--- config.mk ---
export PLATFORM = sky130hd
export DESIGN_NAME = i2s_rx_stereo_master
export DESIGN_NICKNAME = d
export VERILOG_FILES = /design/src/rtl/i2s_rx_stereo_master.sv
export SDC_FILE = /design/constraint.sdc
export NUM_CORES = 1
export LEC_CHECK = 0
export ABC_AREA = 1
export BUFFER_PORTS_ARGS = -buffer_cell sky130_fd_sc_hd__buf_2
export CORE_MARGIN = 2
export CORE_UTILIZATION = 50
export DETAILED_ROUTE_END_ITERATION = 7
export GPL_TIMING_DRIVEN = 0
export PLACE_DENSITY_LB_ADDON = 0.2
export REMOVE_ABC_BUFFERS = 1
export SLEW_MARGIN = 5
export SYNTH_ARGS = -nofsm -noshare
export SYNTH_HDL_FRONTEND = slang
export SYNTH_SLANG_ARGS = --single-unit
--- constraint.sdc ---
create_clock -name clk -period 2.36 [get_ports clk]
set_clock_uncertainty 0.1 [all_clocks]
set_input_delay 0.118 -clock clk [delete_from_list [all_inputs] [get_ports clk]]
set_output_delay 0.118 -clock clk [all_outputs]
set_load 0.005 [all_outputs]
--- src/rtl/i2s_rx_stereo_master.sv ---
// Stereo I2S master receiver: generates SCK/WS, captures Philips-format data
// and hands left/right pairs downstream over valid/ready with sticky overrun.
//
// state      | meaning
// ST_EMPTY   | no pair held, valid=0
// ST_HOLD    | pair held in left_data/right_data, valid=1
module i2s_rx_stereo_master #(
    parameter int DATA_SIZE = 24,
    parameter int SLOT_SIZE = 32,
    parameter int CLK_DIV   = 2
) (
    input  logic                 clk,
    input  logic                 rst_n,
    input  logic                 enable,
    input  logic                 i2s_sd,
    output logic                 i2s_sck,
    output logic                 i2s_ws,
    output logic [DATA_SIZE-1:0] left_data,
    output logic [DATA_SIZE-1:0] right_data,
    output logic                 valid,
    input  logic                 ready,
    output logic                 overrun,
    input  logic                 clear_overrun
);

    localparam int DIV_W  = (CLK_DIV > 1) ? $clog2(CLK_DIV) : 1;
    localparam int SLOT_W = (SLOT_SIZE > 1) ? $clog2(SLOT_SIZE) : 1;
    localparam logic [DIV_W-1:0]  DIV_LAST  = DIV_W'(CLK_DIV - 1);
    localparam logic [SLOT_W-1:0] SLOT_LAST = SLOT_W'(SLOT_SIZE - 1);
    localparam logic [SLOT_W-1:0] DATA_LAST = SLOT_W'(DATA_SIZE - 1);

    typedef enum logic {
        ST_EMPTY = 1'b0,
        ST_HOLD  = 1'b1
    } state_t;

    state_t state, state_nxt;

    logic [DIV_W-1:0]     div_cnt;
    logic [SLOT_W-1:0]    slot_cnt;
    logic [SLOT_W-1:0]    pos_q;
    logic                 ws_q;
    logic                 armed;
    logic                 tick;
    logic                 rise;
    logic                 fall;
    logic [DATA_SIZE-2:0] shift_reg;
    logic [DATA_SIZE-1:0] word_in;
    logic [DATA_SIZE-1:0] left_stage;
    logic [DATA_SIZE-1:0] right_stage;
    logic                 left_got;
    logic                 pair_pend;
    logic                 load;
    logic                 drop;

    assign tick    = enable && (div_cnt == DIV_LAST);
    assign rise    = tick && !i2s_sck;
    assign fall    = tick && i2s_sck;
    assign word_in = {shift_reg, i2s_sd};
    assign valid   = (state == ST_HOLD);

    // Bit clock and word select; pos_q/ws_q hold the pre-fall slot position so
    // the last bit of a slot, sampled after WS has flipped, lands in the right word.
    always_ff @(posedge clk or negedge rst_n) begin
        if (!rst_n) begin
            div_cnt  <= '0;
            i2s_sck  <= 1'b0;
            i2s_ws   <= 1'b0;
            slot_cnt <= '0;
            pos_q    <= '0;
            ws_q     <= 1'b0;
            armed    <= 1'b0;
        end else if (!enable) begin
            div_cnt  <= '0;
            i2s_sck  <= 1'b0;
            i2s_ws   <= 1'b0;
            slot_cnt <= '0;
            pos_q    <= '0;
            ws_q     <= 1'b0;
            armed    <= 1'b0;
        end else begin
            if (tick) begin
                div_cnt <= '0;
                i2s_sck <= ~i2s_sck;
            end else begin
                div_cnt <= div_cnt + DIV_W'(1);
            end
            if (fall) begin
                pos_q <= slot_cnt;
                ws_q  <= i2s_ws;
                armed <= 1'b1;
                if (slot_cnt == SLOT_LAST) begin
                    slot_cnt <= '0;
                    i2s_ws   <= ~i2s_ws;
                end else begin
                    slot_cnt <= slot_cnt + SLOT_W'(1);
                end
            end
        end
    end

    always_ff @(posedge clk or negedge rst_n) begin
        if (!rst_n) begin
            shift_reg   <= '0;
            left_stage  <= '0;
            right_stage <= '0;
            left_got    <= 1'b0;
            pair_pend   <= 1'b0;
        end else begin
            pair_pend <= 1'b0;
            if (!enable) begin
                shift_reg <= '0;
                left_got  <= 1'b0;
            end else if (rise && armed && (pos_q <= DATA_LAST)) begin
                shift_reg <= word_in[DATA_SIZE-2:0];
                if (pos_q == DATA_LAST) begin
                    if (!ws_q) begin
                        left_stage <= word_in;
                        left_got   <= 1'b1;
                    end else if (left_got) begin
                        right_stage <= word_in;
                        pair_pend   <= 1'b1;
                    end
                end
            end
        end
    end

    always_comb begin
        state_nxt = state;
        load      = 1'b0;
        drop      = 1'b0;
        case (state)
            ST_EMPTY: begin
                if (pair_pend) begin
                    load      = 1'b1;
                    state_nxt = ST_HOLD;
                end
            end
            ST_HOLD: begin
                if (pair_pend) begin
                    if (ready) begin
                        load = 1'b1;
                    end else begin
                        drop = 1'b1;
                    end
                end else if (ready) begin
                    state_nxt = ST_EMPTY;
                end
            end
            default: state_nxt = ST_EMPTY;
        endcase
    end

    always_ff @(posedge clk or negedge rst_n) begin
        if (!rst_n) begin
            state      <= ST_EMPTY;
            left_data  <= '0;
            right_data <= '0;
            overrun    <= 1'b0;
        end else begin
            state <= state_nxt;
            if (load) begin
                left_data  <= left_stage;
                right_data <= right_stage;
            end
            // a drop on the same edge as a clear request keeps the flag set
            if (drop) begin
                overrun <= 1'b1;
            end else if (clear_overrun) begin
                overrun <= 1'b0;
            end
        end
    end

endmodule

==> results of run 1 <==
[worst max path at each step]
stage | start | end | slack [ns]
floorplan | i2s_sck | left_got | -0.80
detailed placement | pos_q[3] | left_stage[3] | -0.40
global placement | i2s_sck | left_stage[0] | -1.96
CTS | i2s_sck | left_stage[3] | 0.1
global route | valid | right_data[20] | 0.008
finish | valid | right_data[16] | 0.19
[cells in the final DEF (no fill, tap or decap), types with 4 or more instances in the layout]
master,count
clkbuf_16,16
dlygate4sd3_1,4
inv_1,16
nor2_1,7
clkinv_2,4
o21ai_0,10
bufinv_16,4
nand2_1,281
nand3_1,76
nand4_1,26
buf_2,56
dfrtp_1,137
[power by group through the flow]
| stage | clock network (uW) | registers, uW | logic [uW] |
|---|---|---|---|
| 6_report | 2720 | 2410 | 145 |
| 2_1_floorplan | 0 | 2440 | 55.2 |
| 4_1_cts | 2770 | 2400 | 146 |
| 5_1_grt | 2860 | 2410 | 166 |
| 3_3_place_gp | 0 | 2450 | 122 |
| 3_5_place_dp | 0 | 2450 | 139 |
[worst register-to-register path: cells and delay by family (launching register included)]
family	cells	cell delay, ns
and+or+nand+nor	4	1.57
DFF	1	0.38
[cell families (layout without fill, tap and decap cells)]
group / count (synthesis) / count (layout) / synth area share (%)
AOI/OAI and AO/OA: 16 / 16 / 1.72
and+or+nand+nor: 402 / 403 / 31.0
DFF: 138 / 138 / 62.5
adders and majority gates: 2 / 2 / 0.453
buffers and inverters: 55 / 115 / 4.35
[layout make-up]
type	count	area, sq um
clock inverter	12	171
clock buffer	20	445
sequential	138	3450
multi-input combinational	421	1870
fill	940	4210
timing repair buffer	64	394
inverter	19	71.3
tap	140	175
[stage by stage]
| stage | TNS (ns) | worst slack (ns) | instances | instance area [sq um] | total power (uW) |
|---|---|---|---|---|---|
| 6_report | 0 | 0.185 | 814 | 6580 | 5270 |
| 5_1_grt | 0 | 0.00789 | 814 | 6580 | 5440 |
| 4_1_cts | 0 | 0.0951 | 813 | 6580 | 5320 |
| 3_5_place_dp | -12.52 | -0.401 | 777 | 5900 | 2590 |
| 3_3_place_gp | -272.19 | -1.96 | 774 | 5820 | 2570 |
| 2_1_floorplan | -53.92 | -0.801 | 577 | 5360 | 2500 |
[routing by layer]
layer	track usage (%)	wire length (um)	share of wire, %
met1	27.9	5230	45
met2	35.3	5700	49
met3	4.84	506	4.4
met4	7.60	114	0.99
met5	0	0	0
[timing repair]
item | CTS | global route
cloned | 0 | 1
pin swaps | 0 | 1
setup endpoints to repair | 73 | 24
buffers inserted | 0 | 0
endpoints found under the hold margin | 147 | 0
hold buffers | 4 | 0
resized for setup | 4 | 0
==> results.py, run 1 <==
metrics = {
    "clocking": {
        "cts-buffers-inserted": 17,
        "tritoncts": "yes",
        "cts_root_buffer": "clkbuf_8",
        "cts.clk_slew.worst_paths_ns": 0.06,
        "clk_path_buf_depth": 2,
        "htree_levels": 4,
        "cts_num_sinks": 138,
        "clk_latency_ns": 0.51,
    },
    "global_route": {
        "antenna_found_initial": 0,
        "grt_start_max_net_pins": 80,
        "grt_pass1_wl_um": 19700,
        "overflow": 0,
        "grt_pass1_vias": 4205,
        "grt_use_total_pct": 21.4,
    },
    "synth": {
        "synth_top_area_cell": "dfrtp_1",
        "ys_seq_area_share_pct": 62.5,
        "synth_enable_flop_cells": 0,
        "netlist-cell-type-count": 20,
        "yosys.area.top_type_share_pct": 62.5,
        "yosysMostFrequentCell": "nand2_1",
        "syn-cell-area_sq_mm": 0.00552,
        "async_flop_share_pct": 100,
        "yosys_warnings": 0,
        "synth_cells": 613,
        "synth_ff_type": "dfrtp_1",
        "ys_ff_latch": 138,
        "yosys-top-cells-count": "283 x nand2_1, 138 x dfrtp_1, 76 x nand3_1, 26 x nand4_1, 18 x buf_2",
        "synthTopCellsByArea": "dfrtp_1 63%, nand2_1 19%, nand3_1 6.9%",
        "avgSynthCellArea_sq_um": 9.01,
    },
    "drt": {
        "detail-route-antenna-nets": 0,
        "first_pass_iters": 4,
        "drt-total-wl_um": 11600,
        "vias": 4240,
        "drc": 0,
        "wl_per_cell_um": 14.2,
        "drtIter0Drc": 306,
        "vias_per_cell": 5.21,
    },
    "worst_setup_path": {
        "end_kind": "register",
        "regToRegEndpoint": "right_data[16]",
        "worst-path-max-fanout": 51,
        "path_cells": "nand2_2, nand2_4, nand2_1, nand2_1",
        "r2r-start": "valid",
        "crit_cells": 4,
        "worstPathRequired_ns": 2.65,
        "cp_common_cell": "nand2_1",
        "rrSetupSlack_ns": 0.19,
        "arrival_ns": 2.47,
        "crit_path_max_incr_delay_ns": 0.71,
        "cp_top_family": "simple AND/OR/NAND/NOR gates",
        "cp-start-kind": "register",
        "cp_num_buf_inv": 0,
        "r2r_cells": 4,
        "critical_path_class": "register to register",
        "crit_slowest_cell": "nand2_2",
    },
    "layout": {
        "nets": 669,
        "utilization_pct": 61.0,
        "syn_to_final_growth_pct": 19.2,
        "layout-drive-gt1-share_pct": 15.9,
        "n_antenna_cell": 0,
    },
    "floorplan": {
        "die_w_um": 109,
        "start_util_pct": 51.2,
        "die_h_um": 109,
        "rows": 38,
        "pin_count": 58,
        "core_sq_mm": 0.0108,
        "die-area_sq_mm": 0.0119,
    },
    "placed_design": {
        "port_buffers": 57,
        "dp_hpwl_um": 6620,
        "place_congestion": 0.742,
    },
    "sta": {
        "rsz0062_at_grt": "no",
        "hold_viol": 0,
        "min_period_over_period_pct": 92.2,
        "worstMarginPinSlew_ns": 0.990,
        "whs_ns": 0.0524,
        "finalSetupViolations": 0,
        "slew_violations": 0,
        "max_freq_ghz": 0.460,
        "fin_crit_ns": 2.17,
        "relSlewSlack_pct": 33.7,
    },
    "pwr": {
        "leakagePower_uw": 0.00373,
        "p_int_uw": 4190,
        "p_sw_share_pct": 20.6,
        "switchingPower_uw": 1080,
        "seqPwrFrac_pct": 45.6,
        "power_density_mw_per_mm2": 801,
        "p_clk_share_pct": 51.6,
        "vdd_drop_max_mv": 0.475,
        "combPwrFrac_pct": 2.8,
    },
    "worst_hold_path": {
        "hp-class": "input pin to async pin",
    },
    "outcome": {
        "outcome": "finished, final reports clean",
    },
    "flow_run": {
        "maxCapViolations": 0,
    },
}
Power figures use the tool's default switching activity.
==> run 2: changes to the inputs <==
- ABC_AREA: 1 -> default
- BUFFER_PORTS_ARGS: -buffer_cell sky130_fd_sc_hd__buf_2 -> default
- DONT_BUFFER_PORTS: default -> 1
- SKIP_LAST_GASP: default -> 1
==> run 2 against run 1 <==
The flow now finishes with violations (hold timing); synthesized cell count shrank 36%; global-route usage shrank 3.8 points; hold slack lost 0.84 ns; die area shrank 1.8%; clock-buffer cell count grew 3; non-clock buffer count shrank 55; register-to-register slack is essentially flat; clock power shrank 18%; area after synthesis shrank 1.8%; largest cell class unchanged.
==> results.py, run 2 <==
metrics = {
    "worst_setup_path": {
        "regToRegEndpoint": "right_stage[8]",
        "cp_top_family": "simple AND/OR/NAND/NOR gates",
        "r2r-start": "i2s_sck",
        "crit_path_max_incr_delay_ns": 0.82,
        "end_kind": "register",
        "path_cells": "nand4b_4, or4_4, mux2_4",
        "worst-path-max-fanout": 25,
        "crit_cells": 3,
        "critical_path_class": "register to register",
        "rrSetupSlack_ns": 0.18,
        "cp_num_buf_inv": 0,
        "cp-start-kind": "register",
        "arrival_ns": 2.46,
        "crit_slowest_cell": "or4_4",
        "worstPathRequired_ns": 2.64,
        "r2r_cells": 3,
    },
    "sta": {
        "hold_viol": 138,
        "worstMarginPinSlew_ns": 1.07,
        "relSlewSlack_pct": 28.7,
        "min_period_over_period_pct": 92.2,
        "finalSetupViolations": 0,
        "rsz0062_at_grt": "no",
        "fin_crit_ns": 2.18,
        "max_freq_ghz": 0.459,
        "slew_violations": 0,
        "whs_ns": -0.791,
    },
    "floorplan": {
        "pin_count": 58,
        "rows": 38,
        "die-area_sq_mm": 0.0117,
        "die_w_um": 108,
        "core_sq_mm": 0.0107,
        "start_util_pct": 50.7,
        "die_h_um": 108,
    },
    "clocking": {
        "clk_latency_ns": 0.50,
        "cts_root_buffer": "clkbuf_8",
        "htree_levels": 4,
        "cts.clk_slew.worst_paths_ns": 0.06,
        "cts-buffers-inserted": 17,
        "cts_setup_buffers": 0,
        "cts_hold_buf": 6,
        "cts_num_sinks": 138,
        "clk_path_buf_depth": 2,
        "tritoncts": "yes",
    },
    "placed_design": {
        "dp_hpwl_um": 5450,
        "place_congestion": 0.735,
        "place_area_sq_mm": 0.00555,
        "port_buffers": 0,
        "dpl.cell_count": 512,
    },
    "global_route": {
        "antenna_found_initial": 0,
        "grt_pass1_vias": 2999,
        "grt_pass1_wl_um": 15600,
        "grt_use_total_pct": 17.6,
        "overflow": 0,
        "grt_start_max_net_pins": 139,
    },
    "synth": {
        "ys_seq_area_share_pct": 63.7,
        "synth_top_area_cell": "dfrtp_1",
        "yosys_warnings": 0,
        "avgSynthCellArea_sq_um": 13.9,
        "ys_ff_latch": 138,
        "synth_enable_flop_cells": 0,
        "synthTopCellsByArea": "dfrtp_1 64%, mux2_2 16%, mux2_4 5.3%",
        "async_flop_share_pct": 100,
        "syn-cell-area_sq_mm": 0.00542,
        "yosysMostFrequentCell": "dfrtp_1",
        "netlist-cell-type-count": 32,
        "yosys.area.top_type_share_pct": 63.7,
        "synth_cells": 391,
        "yosys-top-cells-count": "138 x dfrtp_1, 78 x mux2_2, 39 x nand2_1, 33 x o21ai_0, 25 x nand3_1",
        "synth_ff_type": "dfrtp_1",
    },
    "layout": {
        "layout-drive-gt1-share_pct": 32.6,
        "nets": 405,
        "fin_cells": 545,
        "final_common_cell": "dfrtp_1",
        "syn_to_final_growth_pct": 12.9,
        "fill_cells": 851,
        "layout_common_cells": "138 x dfrtp_1, 78 x mux2_2, 38 x nand2_1",
        "n_antenna_cell": 0,
        "fin_area_sq_mm": 0.00612,
    },
    "drt": {
        "drtIter0Drc": 136,
        "drc": 0,
        "detail-route-antenna-nets": 0,
        "first_pass_iters": 4,
        "vias": 3003,
        "drt-total-wl_um": 9220,
        "vias_per_cell": 5.51,
        "wl_per_cell_um": 16.9,
    },
    "pwr": {
        "power_density_mw_per_mm2": 762,
        "vdd_drop_max_mv": 0.356,
        "leakagePower_uw": 0.00306,
    },
    "worst_hold_path": {
        "hp-class": "input pin to async pin",
    },
    "outcome": {
        "violations": "hold timing",
        "outcome": "complete, but fails checks",
    },
    "flow_run": {
        "maxCapViolations": 0,
    },
}
## run 2: layout make-up
| type | count | area, sq um | share of cell area (%) |
|---|---|---|---|
| Clock buffer | 23 | 477 | 7.79 |
| Clock inverter | 4 | 20.0 | 0.327 |
| Inverter | 5 | 18.8 | 0.307 |
| Multi-Input combinational cell | 226 | 1860 | 30.3 |
| Sequential cell | 138 | 3450 | 56.4 |
| Tap cell | 140 | 175 | 2.86 |
| Timing Repair Buffer | 9 | 120 | 1.96 |
## run 2: through the flow
step	setup slack, ns	setup TNS [ns]	total power [uW]	util, %	hold slack, ns
finish	0.183	0	4670	57.2	-0.791
floorplan	-0.00802	-0.152	2450	-	-0.278
global route	0.0513	0	4860	57.2	-0.832
global placement	-0.622	-39.22	2460	51.4	-0.274
detailed placement	-0.190	-4.39	2460	51.9	-0.274
CTS	0.0296	0	4730	57.2	-0.813
## run 2: worst max-delay path by stage
stage            start         endpoint  slack, ns
3_3_place_gp   i2s_sck   left_stage[11]      -0.62
3_5_place_dp   i2s_sck   right_stage[8]      -0.19
6_report       i2s_sck   right_stage[8]       0.18
5_1_grt        i2s_sck   left_stage[14]       0.05
4_1_cts        i2s_sck   left_stage[15]       0.03
2_1_floorplan  i2s_sck  right_stage[10]     -0.008
## run 2: what timing repair did
| action | in CTS | in global routing |
|---|---|---|
| resized for setup | 1 | 1 |
| pin swaps | 0 | 1 |
| endpoints found under the setup margin | 24 | 14 |
| hold endpoints to repair | 185 | 138 |
## run 2: cell families (layout without fill, tap and decap cells)
group	after synthesis	count (layout)	share of synthesized area (%)
AOI/OAI and AO/OA	44	44	4.32
xor gates and xnor gates	2	2	0.323
adders and majority gates	2	2	0.461
buffers and inverters	27	41	2.26
DFF	138	138	63.7
muxes	97	97	21.5
and+or+nand+nor	81	81	7.50
## run 2: layer usage
layer | vias up | routed length [um] | track usage (%)
li1 | 1383 | - | -
met5 | - | 0 | 0
met1 | 1546 | 4350 | 23.7
met2 | 64 | 4380 | 26.7
met4 | 0 | 78 | 6.23
met3 | 10 | 410 | 6.03
## run 2: where the power goes
part	internal [uW]	total (uW)	switching (uW)	leakage [uW]
Sequential	2380	2390	12.5	0.00193
Combinational	19.7	46.5	26.8	0.000878
Clock	1360	2230	867	0.000251
